File: src/rtl/seq_mult_8x8_ctrl.sv
// seq_mult_8x8_ctrl
// Shift-add 8x8 unsigned multiplier controller. Each iteration it drives an
// external 8-bit ripple-carry adder, holds the operands for ADD_WAIT cycles so
// the ripple can settle, then captures {Co,S} and shifts the 17-bit result
// right into the accumulator. Eight iterations give the 16-bit product.
//
// Ports:
//   clk, reset          rising-edge clock, asynchronous active-high reset
//   start               request, sampled only in IDLE
//   mcand, mplier       operands, sampled on the start edge
//   busy, done          busy from start edge to the cycle after done; done is a 1-cycle pulse
//   product             16-bit result, held until the next done
//   add_a, add_b        adder operands (add_b is m or 0 depending on acc_lo[0])
//   add_cin             adder carry-in, tied to 0
//   add_s, add_co       adder sum and carry-out
//   add_err             (only with ADD_CHECK_EN) sticky flag: captured {Co,S}
//                       disagreed with an internal reference add
//
// Optional feature macro: ADD_CHECK_EN
//
// state | meaning
// IDLE  | waiting for start
// ADD   | operands on adder; counting ADD_WAIT cycles, capture on last
// DONE  | product valid, done pulse; return to IDLE next edge

module seq_mult_8x8_ctrl #(
    parameter int unsigned ADD_WAIT = 2
) (
    input  logic        clk,
    input  logic        reset,
    input  logic        start,
    input  logic [7:0]  mcand,
    input  logic [7:0]  mplier,
    output logic        busy,
    output logic        done,
    output logic [15:0] product,
    output logic [7:0]  add_a,
    output logic [7:0]  add_b,
    output logic        add_cin,
    input  logic [7:0]  add_s,
    input  logic        add_co
`ifdef ADD_CHECK_EN
    ,
    output logic        add_err
`endif
);

    localparam int unsigned WAIT_W = (ADD_WAIT > 1) ? $clog2(ADD_WAIT) : 1;
    localparam logic [WAIT_W-1:0] WAIT_LAST = WAIT_W'(ADD_WAIT - 1);

    typedef enum logic [1:0] {
        IDLE = 2'd0,
        ADD  = 2'd1,
        DONE = 2'd2
    } state_t;

    state_t             state_q, state_d;
    logic [7:0]         acc_hi_q, acc_hi_d;
    logic [7:0]         acc_lo_q, acc_lo_d;
    logic [7:0]         m_q, m_d;
    logic [3:0]         bit_cnt_q, bit_cnt_d;
    logic [WAIT_W-1:0]  wait_cnt_q, wait_cnt_d;
    logic               busy_q, busy_d;
    logic               done_q, done_d;
    logic [15:0]        product_q, product_d;
    logic               capture;
    logic [15:0]        shifted;

    // Right shift of {Co, S, acc_lo}: the carry lands in the product MSB.
    assign shifted = {add_co, add_s, acc_lo_q[7:1]};

    always_comb begin
        state_d    = state_q;
        acc_hi_d   = acc_hi_q;
        acc_lo_d   = acc_lo_q;
        m_d        = m_q;
        bit_cnt_d  = bit_cnt_q;
        wait_cnt_d = wait_cnt_q;
        busy_d     = busy_q;
        done_d     = 1'b0;
        product_d  = product_q;
        capture    = 1'b0;
        case (state_q)
            IDLE: begin
                if (start) begin
                    acc_hi_d   = 8'h00;
                    acc_lo_d   = mplier;
                    m_d        = mcand;
                    bit_cnt_d  = 4'd0;
                    wait_cnt_d = '0;
                    busy_d     = 1'b1;
                    state_d    = ADD;
                end
            end
            ADD: begin
                if (wait_cnt_q == WAIT_LAST) begin
                    capture    = 1'b1;
                    acc_hi_d   = shifted[15:8];
                    acc_lo_d   = shifted[7:0];
                    wait_cnt_d = '0;
                    bit_cnt_d  = bit_cnt_q + 4'd1;
                    if (bit_cnt_q == 4'd7) begin
                        product_d = shifted;
                        done_d    = 1'b1;
                        state_d   = DONE;
                    end
                end else begin
                    wait_cnt_d = wait_cnt_q + 1'b1;
                end
            end
            DONE: begin
                busy_d  = 1'b0;
                state_d = IDLE;
            end
            default: state_d = IDLE;
        endcase
    end

    always_ff @(posedge clk or posedge reset) begin
        if (reset) begin
            state_q    <= IDLE;
            acc_hi_q   <= 8'h00;
            acc_lo_q   <= 8'h00;
            m_q        <= 8'h00;
            bit_cnt_q  <= 4'd0;
            wait_cnt_q <= '0;
            busy_q     <= 1'b0;
            done_q     <= 1'b0;
            product_q  <= 16'h0000;
        end else begin
            state_q    <= state_d;
            acc_hi_q   <= acc_hi_d;
            acc_lo_q   <= acc_lo_d;
            m_q        <= m_d;
            bit_cnt_q  <= bit_cnt_d;
            wait_cnt_q <= wait_cnt_d;
            busy_q     <= busy_d;
            done_q     <= done_d;
            product_q  <= product_d;
        end
    end

    // Operands come straight from registers, so they only move on capture
    // (and start) edges; all-zero registers give zero operands after reset.
    assign add_a   = acc_hi_q;
    assign add_b   = acc_lo_q[0] ? m_q : 8'h00;
    assign add_cin = 1'b0;
    assign busy    = busy_q;
    assign done    = done_q;
    assign product = product_q;

`ifdef ADD_CHECK_EN
    logic       add_err_q, add_err_d;
    logic [8:0] ref_sum;

    assign ref_sum = {1'b0, add_a} + {1'b0, add_b} + {8'h00, add_cin};

    always_comb begin
        add_err_d = add_err_q;
        if (capture && ({add_co, add_s} != ref_sum)) begin
            add_err_d = 1'b1;
        end
    end

    always_ff @(posedge clk or posedge reset) begin
        if (reset) begin
            add_err_q <= 1'b0;
        end else begin
            add_err_q <= add_err_d;
        end
    end

    assign add_err = add_err_q;
`endif

endmodule

File: config.mk
export PLATFORM = sky130hd
export DESIGN_NAME = seq_mult_8x8_ctrl
export DESIGN_NICKNAME = d
export VERILOG_FILES = /design/src/rtl/seq_mult_8x8_ctrl.sv
export SDC_FILE = /design/constraint.sdc
export NUM_CORES = 1
export LEC_CHECK = 0
export CAP_MARGIN = 25
export CORE_ASPECT_RATIO = 0.75
export CORE_MARGIN = 1
export CORE_UTILIZATION = 45
export CTS_CLUSTER_DIAMETER = 50
export CTS_CLUSTER_SIZE = 40
export DETAILED_ROUTE_END_ITERATION = 16
export PLACE_DENSITY = 0.86
export SYNTH_ARGS = -nofsm -noshare
export SYNTH_HDL_FRONTEND = slang
export SYNTH_SLANG_ARGS = --single-unit
File: constraint.sdc
create_clock -name clk -period 2.7 [get_ports clk]
set_input_delay 0.27 -clock clk [delete_from_list [all_inputs] [get_ports clk]]
set_output_delay 0.27 -clock clk [all_outputs]
set_load 0.005 [all_outputs]
==> impl_metrics.toml, run 1 <==
[worst_setup_path]
crit_chain = "nor2b_4 -> and2_4 -> mux2_2"
end_kind = "flip-flop"
critPathMaxFanout = 17
startpoint_type = "flip-flop"
cpPeakStageDelay_ns = 0.49
path_buf_inv = 0
cp_top_family = "simple AND/OR/NAND/NOR gates"
crit_slowest_cell = "dfrtp_1"
criticalPathCategory = "flip-flop to flip-flop"
r2r_slack_ns = 0.85
cp.required_ns = 2.89
worstPathArrival_ns = 2.04

[route]
wl_um = 4435
viasPerCell = 5.130
drt-initial-drc-count = 91
dr.pass1.iters = 4
vias = 1580
ant_nets = 0
drc = 0
post_drt_wl_per_cell_um = 14.40

[pwr]
max-vdd-ir-drop_uv = 555.5
power.density_nw_per_um2 = 1122
power_mw = 3.213
leakage_nw = 1.301

[logic_synthesis]
avgSynthCellArea_um2 = 11.23
synth_warnings = 0
syn_area_um2 = 2135
synthesis.instances = 190
synth_nets = 219
synth-seq-cells = 49
ys_seq_area_share_pct = 57.44
ys_types = 35

[place]
dpl.cell_count = 300
dp_hpwl_um = 3245
finalWeightedCongestion = 0.7755
place_area_um2 = 2748
port_buffers = 61

[die]
rows = 21
die_h_um = 61.65
core_um2 = 4519
die_area_um2 = 5026
start_util_pct = 47.23
die_w_um = 81.53
pin_count = 63

[global_routing]
grtUsageTotal_pct = 19.96
grt_overflow = 0
grt_pass1_vias = 1576
grt_max_degree = 30
grt_pass1_wl_um = 7210
antenna_found_initial = 0

[timing]
hold_ws_ns = 0.3511
period_share_pct = 68.56
finalCriticalPeriod_ns = 1.851
setup_viol = 0
worstMarginPinSlew_ns = 0.5834
finalHoldViolations = 0
fin_skew_ns = 0.008030
max_freq_ghz = 0.5402
maxSlewHeadroom_pct = 61.05
slew_violations = 0
setup-tns-final_ns = 0
rsz0062_at_grt = "false"

[clocking]
h-tree-depth = 2
hold_buffers = 0
cts.sinks = 49
tritoncts = "done"
cts_resized = 0
cts_made_buffers = 5
clk_latency_ns = 0.30
clk_pin_slew_ns = 0.08
cts_root_buf = "clkbuf_8"
cts_setup_buffers = 0
cts_buffer_depth = 2

[layout]
area_growth_syn_to_layout_pct = 34.17
final_design_area_no_fill_um2 = 2864
fin_cells = 308
nNetsFinal = 279
drive_above_1_share_pct = 13.55
num_antenna_cells = 0

[job]
max_cap_violations = 0

[hold_path]
min_path_type = "primary input to async pin"

[status]
outcome = "completed"
-- metrics by stage --
| step | util [%] | setup WS, ns |
|---|---|---|
| floorplan | - | 1.079 |
| global placement | 60.80 | 0.8562 |
| detailed placement | 60.80 | 0.7907 |
| CTS | 63.37 | 0.8682 |
| global route | 63.37 | 0.7590 |
| finish | 63.37 | 0.8488 |
-- layout by cell type, fill, tap and decap left out, drive strengths merged, types with 2 or more instances in the layout --
cell type / count
clkdlybuf4s50: 61
dfrtp: 49
nand2: 48
mux2: 16
and2: 10
nor3: 8
a31oi: 8
o21ai: 7
clkbuf: 7
nand3: 6
buf: 4
nor2: 4
a22o: 3
a21oi: 3
inv: 2
-- flip-flops by register name, summed over array words and instances, names as in the netlist --
| register | count |
|---|---|
| done | 1 |
| bit_cnt_q | 4 |
| product | 16 |
| wait_cnt_q | 1 |
| acc_lo_q | 8 |
| state_q | 2 |
| add_a | 8 |
| m_q | 8 |
| busy | 1 |
-- metal layers --
metal | share of wire, % | vias to the layer above | routed length, um | track usage (%)
met4 | 1.2 | 0 | 55 | 7.143
li1 | - | 756 | - | -
met1 | 45 | 754 | 1987 | 24.88
met5 | 0 | - | 0 | 0
met2 | 44 | 65 | 1968 | 31.79
met3 | 9.6 | 5 | 424 | 8.000
-- synthesized netlist by cell type (all sizes together) --
cell type  count  area share (%)
xor2           1            0.41
mux2i          1            0.47
nor2           4            0.82
nand2         48             8.6
or3b           1            0.41
a31oi          8             2.3
nand2b         1            0.29
conb           1            0.18
mux2          16              10
ha             1            0.59
and4b          1            0.47
and2          10             3.0
nor2b          1            0.64
nand4b         1            0.41
clkbuf         3            0.53
xnor2          1            0.41
nand4          1            0.29
o21ai          7             1.6
a22o           3             1.2
nor3           8             1.9
inv            2            0.35
nand3b         1            0.35
buf            9             4.1
nor3b          1            0.59
a21oi          3            0.70
dfrtp         49              57
and3b          1            0.41
nand3          6             1.4
-- area by class of cell --
type                            instances  area (um^2)
Clock buffer                            7        86.33
Clock inverter                          1        30.03
Fill cell                             373         1655
Inverter                                2        7.507
Multi-Input combinational cell        127        802.0
Sequential cell                        49         1226
Tap cell                               57        71.32
Timing Repair Buffer                   65        640.6
-- path summary, 6_finish.rpt --
kind,startpoint,endpoint,cells after the start
setup / recovery,state_q[0]$_DFFE_PP0P_,product[13]$_DFFE_PP0P_,3
hold / removal,reset,acc_lo_q[2]$_DFFE_PP0P_,2
setup reg to reg,state_q[0]$_DFFE_PP0P_,product[13]$_DFFE_PP0P_,3
hold reg to reg,m_q[3]$_DFFE_PP0P_,m_q[3]$_DFFE_PP0P_,2
max in group asynchronous,reset,product[7]$_DFFE_PP0P_,3
min in group clk,m_q[3]$_DFFE_PP0P_,m_q[3]$_DFFE_PP0P_,2
-- kinds of logic after synthesis --
| logic type | Yosys count | share of synthesized area, % |
|---|---|---|
| buffers and inverters | 14 | 4.982 |
| other | 1 | 0.1757 |
| xor gates and xnor gates | 2 | 0.8208 |
| DFF | 49 | 57.44 |
| muxes | 17 | 10.49 |
| and+or+nand+nor | 85 | 19.58 |
| AOI/OAI and AO/OA | 21 | 5.920 |
| adders and majority gates | 1 | 0.5861 |
-- power by group --
group	total, mW	internal (mW)	switching [mW]
clock network	0.532	0.302	0.230
logic	1.37	0.814	0.558
registers	1.31	1.08	0.233
total	3.21	2.19	1.02
Power figures use the tool's default switching activity.
==> run 2: changes to the inputs <==
==> constraint.sdc (replaced) <==
create_clock -name clk -period 1.9 [get_ports clk]
set_input_delay 0.19 -clock clk [delete_from_list [all_inputs] [get_ports clk]]
set_output_delay 0.19 -clock clk [all_outputs]
set_load 0.005 [all_outputs]
==> run 2 against run 1 <==
Compared with the run above: worst hold slack got worse by 0.16 ns; cell area rose by 0.79%; sequential share of layout area fell by 0.33 points; wire length rose by 3.7%; fmax rose by 12%; clock skew rose by 0.0012 ns.
==> impl_metrics.toml, run 2 (same netlist as run 1, synthesis figures left out) <==
[timing]
rsz0062_at_grt = "false"
fin_skew_ns = 0.009244
max_freq_ghz = 0.6026
finalCriticalPeriod_ns = 1.659
setup_viol = 0
finalHoldViolations = 0
slew_violations = 0
setup-tns-final_ns = 0
period_share_pct = 87.34

[route]
post_drt_wl_per_cell_um = 14.84
vias = 1614
ant_nets = 0
wl_um = 4601
dr.pass1.iters = 4
drt-initial-drc-count = 106
drc = 0
viasPerCell = 5.206

[die]
rows = 21
pin_count = 63
die_w_um = 81.53
start_util_pct = 47.23
die_area_um2 = 5026
core_um2 = 4519
die_h_um = 61.65

[place]
port_buffers = 61
finalWeightedCongestion = 0.7932
dp_hpwl_um = 3315

[clocking]
cts_made_buffers = 5
tritoncts = "done"
h-tree-depth = 2
clk_latency_ns = 0.30
clk_pin_slew_ns = 0.09
hold_buffers = 0
cts_setup_buffers = 0
cts_buffer_depth = 2
cts.sinks = 49
cts_resized = 0
cts_root_buf = "clkbuf_8"

[worst_setup_path]
startpoint = "bit_cnt_q[0]$_DFFE_PP0P_"
end_kind = "flip-flop"
cp_top_family = "simple AND/OR/NAND/NOR gates"
critPathMaxFanout = 17
crit_chain = "ha_1 -> and4b_1 -> and2_4 -> mux2_2"
path_buf_inv = 0
cp.required_ns = 2.08
r2r_cells = 4
worstPathArrival_ns = 1.84
cpPeakStageDelay_ns = 0.40
startpoint_type = "flip-flop"
criticalPathCategory = "flip-flop to flip-flop"
cp.depth = 4
crit_slowest_cell = "dfrtp_1"
r2r_start = "bit_cnt_q[0]$_DFFE_PP0P_"

[layout]
num_antenna_cells = 0
largest_reg_flops = 16
layout_common_cells = "clkdlybuf4s50_1 (61), dfrtp_1 (49), nand2_1 (47)"
area_growth_syn_to_layout_pct = 35.23
layout_commonest_cell = "clkdlybuf4s50_1"
final_util_pct = 63.87
drive_above_1_share_pct = 14.62
nNetsFinal = 282

[job]
max_cap_violations = 0

[pwr]
power_mw = 4.569
max-vdd-ir-drop_uv = 762.6
leakage_nw = 1.315
power.density_nw_per_um2 = 1583

[status]
outcome = "completed"

[global_routing]
grt_pass1_vias = 1600
antenna_found_initial = 0
grt_overflow = 0
grt_max_degree = 23
grtUsageTotal_pct = 20.22
grt_pass1_wl_um = 7348

[hold_path]
min_path_type = "primary input to async pin"
## run 2: cell types whose count changed in the layout (fill, tap and decap cells not counted)
cell | previous run | this run
clkbuf_1 | 1 | 0
clkinv_2 | 0 | 1
buf_4 | 4 | 6
clkbuf_8 | 6 | 5
buf_12 | 0 | 1
## run 2: area by class of cell
class / instances / area (um^2)
fill: 368 / 1633
tap: 57 / 71.32
clock inverter: 2 / 35.03
multi-input combinational: 127 / 802.0
inverter: 2 / 7.507
timing repair buffer: 68 / 675.6
clock buffer: 5 / 68.82
sequential: 49 / 1226
## run 2: layer usage
| layer | vias up | share of wire, % | wire, um | track usage, % |
|---|---|---|---|---|
| li1 | 763 | - | - | - |
| met1 | 790 | 45 | 2081 | 24.21 |
| met2 | 59 | 45 | 2065 | 33.21 |
| met3 | 2 | 9.5 | 438 | 9.926 |
| met4 | 0 | 0.30 | 14 | 4.592 |
| met5 | - | 0 | 0 | 0 |
## run 2: per-stage QoR
step | cell area, um^2 | instances | worst slack [ns] | hold slack [ns]
finish | 2887 | 310 | 0.2406 | 0.1926
detailed placement | 2783 | 303 | 0.1470 | 0.4586
global placement | 2783 | 303 | 0.1936 | 0.4509
floorplan | 2135 | 190 | 0.2794 | 0.2954
global route | 2887 | 310 | 0.1362 | 0.2284
CTS | 2887 | 310 | 0.2355 | 0.1994
## run 2: worst paths after layout
| path | endpoint | slack (ns) |
|---|---|---|
| setup / recovery | product[13]$_DFFE_PP0P_ | 0.24 |
| hold / removal | acc_lo_q[1]$_DFFE_PP0P_ | 0.19 |
| setup reg to reg | product[13]$_DFFE_PP0P_ | 0.24 |
| hold reg to reg | bit_cnt_q[3]$_DFFE_PP0P_ | 0.47 |
| max in group asynchronous | product[6]$_DFFE_PP0P_ | 1.20 |
| min in group clk | m_q[3]$_DFFE_PP0P_ | 0.41 |
## run 2: worst reg2reg max path, stage by stage, from the launching register on
cell and delay (ns):
dfrtp_1 0.40, ha_1 0.19, and4b_1 0.24, and2_4 0.34
mux2_2 0.38
## run 2: report_power, final
| part | leakage [nW] | internal [mW] | switching (mW) |
|---|---|---|---|
| clock network | 0.0540 | 0.383 | 0.329 |
| registers | 0.598 | 1.53 | 0.332 |
| logic | 0.662 | 1.19 | 0.805 |
| total | 1.31 | 3.10 | 1.47 |
